===== config.mk =====
export PLATFORM = sky130hd
export DESIGN_NAME = rotary_quad_decoder_flat
export DESIGN_NICKNAME = d
export VERILOG_FILES = /design/src/rtl/rotary_quad_decoder_if.sv /design/src/rtl/rotary_quad_decoder.sv /design/src/flat_wrapper.sv
export SDC_FILE = /design/constraint.sdc
export NUM_CORES = 1
export LEC_CHECK = 0
export CAP_MARGIN = 25
export CORE_MARGIN = 2
export CORE_UTILIZATION = 30
export DETAILED_ROUTE_END_ITERATION = 12
export PLACE_DENSITY = 0.45
export SLEW_MARGIN = 15
export SYNTH_ARGS = -nofsm -noshare
export SYNTH_HDL_FRONTEND = slang
export SYNTH_SLANG_ARGS = --single-unit

===== constraint.sdc =====
create_clock -name clk -period 3.39 [get_ports clk]
set_clock_uncertainty 0.15 [all_clocks]
set_input_delay 0.678 -clock clk [delete_from_list [all_inputs] [get_ports clk]]
set_output_delay 0.678 -clock clk [all_outputs]
set_load 0.02 [all_outputs]

===== src/rtl/rotary_quad_decoder_if.sv =====
// Encoder pin and detent-event bundle shared by the rotary decoder and its consumers.
// master drives the raw pins (panel/bench side); slave is the decoder.
interface rotary_quad_decoder_if #(
  parameter int POS_W = 3
);
  logic             rot_a;
  logic             rot_b;
  logic             rot_event;
  logic             rot_right;
  logic [POS_W-1:0] pos;
  logic             at_limit;
  logic             quad_err;

  modport master (
    output rot_a, rot_b,
    input  rot_event, rot_right, pos, at_limit, quad_err
  );

  modport slave (
    input  rot_a, rot_b,
    output rot_event, rot_right, pos, at_limit, quad_err
  );
endinterface


===== src/rtl/rotary_quad_decoder.sv =====
// Rotary encoder front end: sync + debounce of A/B, quadrature decode, detent events, position index.
// Build option ROT_WRAP_EN: pos wraps between POS_MIN and POS_MAX instead of saturating.
module rotary_quad_decoder #(
  parameter int FILTER_CYCLES    = 1000,
  parameter int STEPS_PER_DETENT = 4,
  parameter int POS_W            = 3,
  parameter int POS_MIN          = 0,
  parameter int POS_MAX          = 4,
  parameter int POS_RESET        = 4
) (
  input  logic                   clk,
  input  logic                   reset,
  rotary_quad_decoder_if.slave   bus
);

  localparam int FCW = (FILTER_CYCLES > 1) ? $clog2(FILTER_CYCLES) : 1;
  localparam int SW  = $clog2(STEPS_PER_DETENT) + 2;

  localparam logic [FCW-1:0]        FLT_LAST = FCW'(FILTER_CYCLES - 1);
  localparam logic signed [SW-1:0]  STEP_ONE = SW'(1);
  localparam logic signed [SW-1:0]  STEP_POS = SW'(STEPS_PER_DETENT);
  localparam logic signed [SW-1:0]  STEP_NEG = -STEP_POS;

  localparam logic [POS_W-1:0] POS_MIN_C   = POS_W'(POS_MIN);
  localparam logic [POS_W-1:0] POS_MAX_C   = POS_W'(POS_MAX);
  localparam logic [POS_W-1:0] POS_RESET_C = POS_W'(POS_RESET);
  localparam logic [POS_W-1:0] POS_ONE     = POS_W'(1);

`ifdef ROT_WRAP_EN
  localparam bit WRAP = 1'b1;
`else
  localparam bit WRAP = 1'b0;
`endif

  // Channel vectors are {A, B}: bit 1 = A, bit 0 = B.
  logic [1:0]          sync1_q, sync1_d;
  logic [1:0]          sync2_q, sync2_d;
  logic [1:0]          sync_prev_q, sync_prev_d;
  logic [1:0][FCW-1:0] flt_cnt_q, flt_cnt_d;
  logic [1:0]          filt_q, filt_d;
  logic [1:0]          filt_prev_q, filt_prev_d;
  logic signed [SW-1:0] sub_q, sub_d;
  logic                event_q, event_d;
  logic                right_q, right_d;
  logic                err_q, err_d;
  logic [POS_W-1:0]    pos_q, pos_d;

  logic [1:0]           phase_diff;
  logic signed [SW-1:0] delta;
  logic signed [SW-1:0] sub_sum;
  logic                 illegal;

  // Position of a state around the quadrature cycle 11 -> 01 -> 00 -> 10.
  function automatic logic [1:0] gray_idx(input logic [1:0] ab);
    case (ab)
      2'b11:   return 2'd0;
      2'b01:   return 2'd1;
      2'b00:   return 2'd2;
      default: return 2'd3;
    endcase
  endfunction

  always_comb begin
    // NOTE: every variable gets a default before any branch so no latch is inferred.
    sync1_d     = {bus.rot_a, bus.rot_b};
    sync2_d     = sync1_q;
    sync_prev_d = sync2_q;
    filt_d      = filt_q;
    flt_cnt_d   = '0;
    filt_prev_d = filt_q;
    delta       = '0;
    illegal     = 1'b0;
    sub_d       = sub_q;
    event_d     = 1'b0;
    right_d     = right_q;
    err_d       = 1'b0;
    pos_d       = pos_q;

    // A fresh change restarts the stability count, so glitches never accumulate.
    for (int i = 0; i < 2; i++) begin
      if (sync2_q[i] != sync_prev_q[i] || sync2_q[i] == filt_q[i]) begin
        flt_cnt_d[i] = '0;
      end else if (flt_cnt_q[i] == FLT_LAST) begin
        filt_d[i] = sync2_q[i];
      end else begin
        flt_cnt_d[i] = flt_cnt_q[i] + FCW'(1);
      end
    end

    phase_diff = gray_idx(filt_q) - gray_idx(filt_prev_q);
    case (phase_diff)
      2'd1:    delta = STEP_ONE;
      2'd3:    delta = -STEP_ONE;
      2'd2:    illegal = 1'b1;
      default: delta = '0;
    endcase
    sub_sum = sub_q + delta;

    if (illegal) begin
      err_d = 1'b1;
      sub_d = '0;
    end else if (delta != '0) begin
      if (sub_sum == STEP_POS || sub_sum == STEP_NEG) begin
        event_d = 1'b1;
        right_d = (sub_sum == STEP_POS);
        sub_d   = '0;
        if (right_d) begin
          pos_d = (pos_q == POS_MAX_C) ? (WRAP ? POS_MIN_C : pos_q) : pos_q + POS_ONE;
        end else begin
          pos_d = (pos_q == POS_MIN_C) ? (WRAP ? POS_MAX_C : pos_q) : pos_q - POS_ONE;
        end
      end else begin
        sub_d = sub_sum;
      end
    end
  end

  // NOTE: sequential state uses non-blocking assignments so every flop samples pre-edge values.
  always_ff @(posedge clk) begin
    if (reset) begin
      sync1_q     <= 2'b11;
      sync2_q     <= 2'b11;
      sync_prev_q <= 2'b11;
      flt_cnt_q   <= '0;
      filt_q      <= 2'b11;
      filt_prev_q <= 2'b11;
      sub_q       <= '0;
      event_q     <= 1'b0;
      right_q     <= 1'b0;
      err_q       <= 1'b0;
      pos_q       <= POS_RESET_C;
    end else begin
      sync1_q     <= sync1_d;
      sync2_q     <= sync2_d;
      sync_prev_q <= sync_prev_d;
      flt_cnt_q   <= flt_cnt_d;
      filt_q      <= filt_d;
      filt_prev_q <= filt_prev_d;
      sub_q       <= sub_d;
      event_q     <= event_d;
      right_q     <= right_d;
      err_q       <= err_d;
      pos_q       <= pos_d;
    end
  end

  assign bus.rot_event = event_q;
  assign bus.rot_right = right_q;
  assign bus.quad_err  = err_q;
  assign bus.pos       = pos_q;
  assign bus.at_limit  = (pos_q == POS_MIN_C) || (pos_q == POS_MAX_C);

endmodule


===== src/flat_wrapper.sv =====
// flat-port wrapper written by rule: the top's interface ports become plain ports
module rotary_quad_decoder_flat 
#(
  parameter int FILTER_CYCLES    = 1000,
  parameter int STEPS_PER_DETENT = 4,
  parameter int POS_W            = 3,
  parameter int POS_MIN          = 0,
  parameter int POS_MAX          = 4,
  parameter int POS_RESET        = 4
)
  (clk, reset, bus_rot_a, bus_rot_b, bus_rot_event, bus_rot_right, bus_pos, bus_at_limit, bus_quad_err);
  rotary_quad_decoder_if #(.POS_W(POS_W)) bus_i ();
  input  logic clk;
  input  logic reset;
  input wire logic [$bits(bus_i.rot_a)-1:0] bus_rot_a;
  input wire logic [$bits(bus_i.rot_b)-1:0] bus_rot_b;
  output wire logic [$bits(bus_i.rot_event)-1:0] bus_rot_event;
  output wire logic [$bits(bus_i.rot_right)-1:0] bus_rot_right;
  output wire logic [$bits(bus_i.pos)-1:0] bus_pos;
  output wire logic [$bits(bus_i.at_limit)-1:0] bus_at_limit;
  output wire logic [$bits(bus_i.quad_err)-1:0] bus_quad_err;
  assign bus_i.rot_a = bus_rot_a;
  assign bus_i.rot_b = bus_rot_b;
  assign bus_rot_event = bus_i.rot_event;
  assign bus_rot_right = bus_i.rot_right;
  assign bus_pos = bus_i.pos;
  assign bus_at_limit = bus_i.at_limit;
  assign bus_quad_err = bus_i.quad_err;
  rotary_quad_decoder #(.FILTER_CYCLES(FILTER_CYCLES), .STEPS_PER_DETENT(STEPS_PER_DETENT), .POS_W(POS_W), .POS_MIN(POS_MIN), .POS_MAX(POS_MAX), .POS_RESET(POS_RESET)) u_core (.clk(clk), .reset(reset), .bus(bus_i));
endmodule

# Word-level counts from Yosys, hierarchy flattened
# Index checks and enable logic that the tools add are counted.
# op_classes
muxes,10
n_addsub,6
eq_ne,18
n_bitwise,4
reduce_logical,16
# op_table
operator,count
"10-bit by 1-bit adder with 10-bit output, second input constant",2
"10-bit == test, second input constant",2
2-bit case mux with 3 select lines,2
3-bit two-way mux,3
3-bit OR reduction,3
"2-bit == test, second input constant",4
4-bit case mux with 2 select lines,1
"2-bit by 1-bit == test with 1-bit output, second input constant",3
5-bit AND reduction,1
4-bit adder,1
"4-bit by 3-bit == test with 1-bit output, second input constant",1
"4-bit == test, second input constant",1
2-bit logical NOT,2
1-bit logical OR,4
4-bit two-way mux,1
1-bit inverter,4
2-bit AND reduction,2
4-bit nonzero test,1
"3-bit by 1-bit adder with 3-bit output, second input constant",1
"3-bit == test, second input constant",1
3-bit logical NOT,1
1-bit two-way mux,3
3-bit AND reduction,1
"3-bit by 1-bit subtractor with 3-bit output, second input constant",1
other kinds (6),8
# totals
inputBits,4
word_cells,67
regBits,40

# Logic depth before layout (Yosys ltp)
# logic_depth
word_depth,9
ltp_mapped,17
depth_no_buf,17

# Worst setup path before layout
# No wires, ideal clock.
# synth_path
kind,register to register
startpoint,"register u_core.filt_q[1], in the netlist u_core.filt_prev_d[1]"
endpoint,"register u_core.pos_q[2], in the netlist u_core.bus.pos[2]"
path_stages_with_launch,17
arrival_ns,3.477
required_time_ns,3.178
n_path_buf,0
setup_slack_ns,-0.298
path_cell_list,dfxtp_1 -> inv_1 -> ha_1 -> inv_1 -> ha_1 -> xnor3_2 -> nor2_2 -> xor2_1 -> ha_1 -> or3_1 -> mux2i_2 -> nand2_1 -> fa_1 -> inv_1 -> nand3_1 -> a31o_1 -> nand3_1
# synth_between
elab_chain_cells,9
word_cells_on_any_way,20
# synth_rtl
element,line_no,rtl
from (decl),rotary_quad_decoder.sv:40,"logic [1:0] filt_q, filt_d;"
from (signal assigned),rotary_quad_decoder.sv:137,filt_q <= filt_d;
"2-bit by 1-bit == test with 1-bit output, or another cell as far along",rotary_quad_decoder.sv:55,case (ab)
2-bit case mux with 3 select lines (*),rotary_quad_decoder.sv:55,
2-bit subtractor (*),rotary_quad_decoder.sv:90,phase_diff = gray_idx(filt_q) - gray_idx(filt_prev_q);
2-bit == test or 2-bit by 1-bit == test with 1-bit output (tied branches),rotary_quad_decoder.sv:91,case (phase_diff)
4-bit case mux with 2 select lines,rotary_quad_decoder.sv:91,
4-bit adder,rotary_quad_decoder.sv:97,sub_sum = sub_q + delta;
4-bit == test or 4-bit by 3-bit == test with 1-bit output (tied branches),"rotary_quad_decoder.sv:103, rotary_quad_decoder.sv:105",
"2-bit != test (no source line), or another cell as far along",--,
5-bit AND reduction (no source line),--,
to (signal assigned),rotary_quad_decoder.sv:143,pos_q <= pos_d;
to (decl),rotary_quad_decoder.sv:46,"logic [POS_W-1:0] pos_q, pos_d;"
# Every way passes the cells marked *; elsewhere a longest branch is shown, timed or not.
# A chain may end at the register's enable or synchronous reset.

# Final worst setup path
# Same ends and word-level chain as after synthesis.

==> impl_metrics.yaml <==
yosys:
  synth_area_leaders: "dfxtp_1 41%, nor2_1 7.5%, ha_1 6.4%"
  syn_area_um2: 1940
  ys_types: 40
  synth-edff-count: 0
  yosys_warnings: 0
  syn_avg_cell_area_um2: 8.71
  postSynthCellCount: 223
  yosysMostFrequentCell: "dfxtp_1"
  synthTopCellsByCount: "40 x dfxtp_1, 39 x nor2_1, 16 x nand2_1, 13 x nand3_1, 12 x inv_1"
  synth_top_cell_by_area: "dfxtp_1"
  ys_async_sr_fraction: 0
  synth_top_area_frac: 0.412
  synth_nets: 238
  yosysSeqAreaShare: 0.412
  synth-main-ff-cell: "dfxtp_1"
  ys_ff_latch: 40
detailed_routing:
  wire_per_inst_um: 11.5
  firstDrtPassIters: 4
  dr.first_iter.drc_count: 42
  vias: 1491
  routed_wl_um: 3740
  viasPerCell: 4.59
  drc: 0
  ant_nets: 0
timing:
  finalSetupViolCount: 0
  min_period_ns: 3.33
  tightest_slew_ns: 0.431
  relSlewSlack: 0.705
  drv_slew: 0
  timing.fmax_ghz: 0.301
  hold_violations: 0
  holdWs_ns: 0.269
  period_share: 0.981
  rsz0062_at_grt: "yes"
finish:
  final_nets: 262
  post-route-util: 0.378
  areaGrowthSynthToFinish_pct: 22.7
  diodes: 0
  drive_above_1_share: 0.222
  fin_area_um2: 2380
clock_tree:
  cts.sinks: 40
  cts_root_buffer: "clkbuf_8"
  htree_levels: 2
  hold_buffers: 0
  cts.path.max_buffers: 2
  clk_pin_slew_ns: 0.08
  numCtsBuffers: 5
  cts_tree: "yes"
  worst_skew_pair.late_latency_ns: 0.28
run_status:
  status: "finished clean"
die:
  die_x_um: 84.5
  start_util: 0.308
  die_y_um: 84.5
  die_area_um2: 7140
  pin_count: 11
  design.core.area_um2: 6310
  num_rows: 29
global_routing:
  use_met2: 0.171
  grt_max_degree: 13
  busiest_layer: "met2"
  grt_pass1_wl_um: 6500
  grt_pass1_vias: 1396
  grt_use_total: 0.111
  overflow: 0
  grt_use_met1: 0.152
  met3_usage: 0.0305
  antenna_found_initial: 0
hold_path:
  whs_endpoint: "u_core.sync2_q[0]$_SDFF_PP1_"
  holdCritPathClass: "reg2reg"
  min_from: "u_core.sync1_q[0]$_SDFF_PP1_"
  hold_path_depth: 1
placement:
  hpwl_um: 2740
  port-buffer-count: 10
  place.gp.congestion: 0.757
  place_area_um2: 2210
setup_path:
  cp-start-kind: "register"
  rrSetupSlack_ns: 0.06
  reg2reg_depth: 16
  cp-end-kind: "register"
  crit_type: "reg2reg"
  critPathRequiredTime_ns: 3.46
  cp_max_fo: 4
  r2r-start: "u_core.filt_prev_d[1]$_SDFFE_PP1P_"
  cp_data_arrival_time_ns: 3.40
  r2r_end: "u_core.bus.pos[2]$_SDFFE_PP1P_"
power:
  powerDensity_nw_per_um2: 363
  p_leak_uw: 0.000909
  irDropWorstVdd_v: 0.000262
job:
  max-cap-violations: 0
[cell families after synthesis]
family	share of synthesized area
compound gates	0.0889
xor+xnor	0.0979
fa+ha+maj	0.0747
buf+inv	0.0386
flops	0.412
mux	0.0225
simple gates	0.265
[through the flow]
| stage | instances | power (uW) | setup TNS (ns) | worst slack (ns) |
|---|---|---|---|---|
| 6_report | 325 | 865 | 0 | 0.0633 |
| 5_1_grt | 325 | 906 | -0.129 | -0.122 |
| 4_1_cts | 324 | 881 | 0 | 0.000562 |
| 3_5_place_dp | 314 | 497 | -0.0154 | -0.0154 |
| 3_3_place_gp | 314 | 497 | 0 | 0.0459 |
| 2_1_floorplan | 223 | 490 | 0 | 0.00475 |
[sequential cells by signal, summed over array words and instances, names as in the netlist]
register,count
u_core.flt_cnt_q,20
u_core.sub_q,4
u_core.bus.pos,3
u_core.filt_prev_d,2
u_core.filt_prev_q,2
u_core.sync1_q,2
u_core.sync2_q,2
u_core.sync_prev_q,2
u_core.bus.quad_err,1
u_core.bus.rot_event,1
u_core.bus.rot_right,1
[power by group]
part	internal, uW	switching [uW]	leakage, uW	total, uW
Sequential	472	1.68	0.000321	474
Combinational	6.04	5.78	0.000532	11.8
Clock	219	160	0.0000552	379
[final cells by class]
cell class / instances / area (um^2)
fillers: 687 / 3930
multi-input cells: 165 / 1130
flip-flops and latches: 40 / 806
repair buffers: 23 / 198
well taps: 77 / 96.3
clock buffers: 6 / 72.6
inverters: 12 / 47.5
clock inverters: 2 / 35.0
[cells in the final DEF (no fill, tap or decap), types with 6 or more instances in the layout]
master and instances:
nor2_1 39, dfxtp_1 36, nand2_1 15, nand3_1 13
buf_4 13, xor2_1 10, clkdlybuf4s50_1 10, or2_2 9
xnor2_1 9, inv_1 7, and3_1 6, ha_1 6
[timing repair]
action / CTS / global route
buffers inserted: 2 / 1
gates resized for setup: 2 / 13
pin swaps: 2 / 5
gates cloned: 0 / 0
endpoints found under the setup margin: 1 / 2
[critical path: stages, from the launching register on]
cell and delay (ns):
dfxtp_2 0.36, inv_2 0.05, ha_4 0.27, inv_4 0.03, ha_4 0.14, xnor3_2 0.25
nor2_4 0.15, xor2_1 0.16, ha_1 0.28, or3_4 0.39, mux2i_4 0.18, nand2_2 0.08
fa_2 0.34, inv_2 0.06, nand3_1 0.08, a31o_1 0.23, nand3_1 0.07
[worst max-delay path by stage]
stage / endpoint / slack (ns) / cells after the start / start
after floorplan: u_core.bus.pos[2]$_SDFFE_PP1P_ / 0.005 / 16 / u_core.filt_prev_d[1]$_SDFFE_PP1P_
after global placement: u_core.bus.pos[2]$_SDFFE_PP1P_ / 0.05 / 15 / u_core.filt_prev_d[0]$_SDFFE_PP1P_
after detailed placement: u_core.bus.pos[2]$_SDFFE_PP1P_ / -0.02 / 16 / u_core.filt_prev_d[0]$_SDFFE_PP1P_
after CTS: u_core.bus.pos[2]$_SDFFE_PP1P_ / 0.0006 / 16 / u_core.filt_prev_d[1]$_SDFFE_PP1P_
after global routing: u_core.bus.pos[2]$_SDFFE_PP1P_ / -0.12 / 16 / u_core.filt_prev_d[1]$_SDFFE_PP1P_
final: u_core.bus.pos[2]$_SDFFE_PP1P_ / 0.06 / 16 / u_core.filt_prev_d[1]$_SDFFE_PP1P_
[metal layers]
layer | vias to the layer above | part of all wire
li1 | 799 | -
met1 | 673 | 0.52
met5 | - | 0
met4 | 0 | 0.0062
met3 | 2 | 0.029
met2 | 17 | 0.45
(Power assumes the default switching activity.)
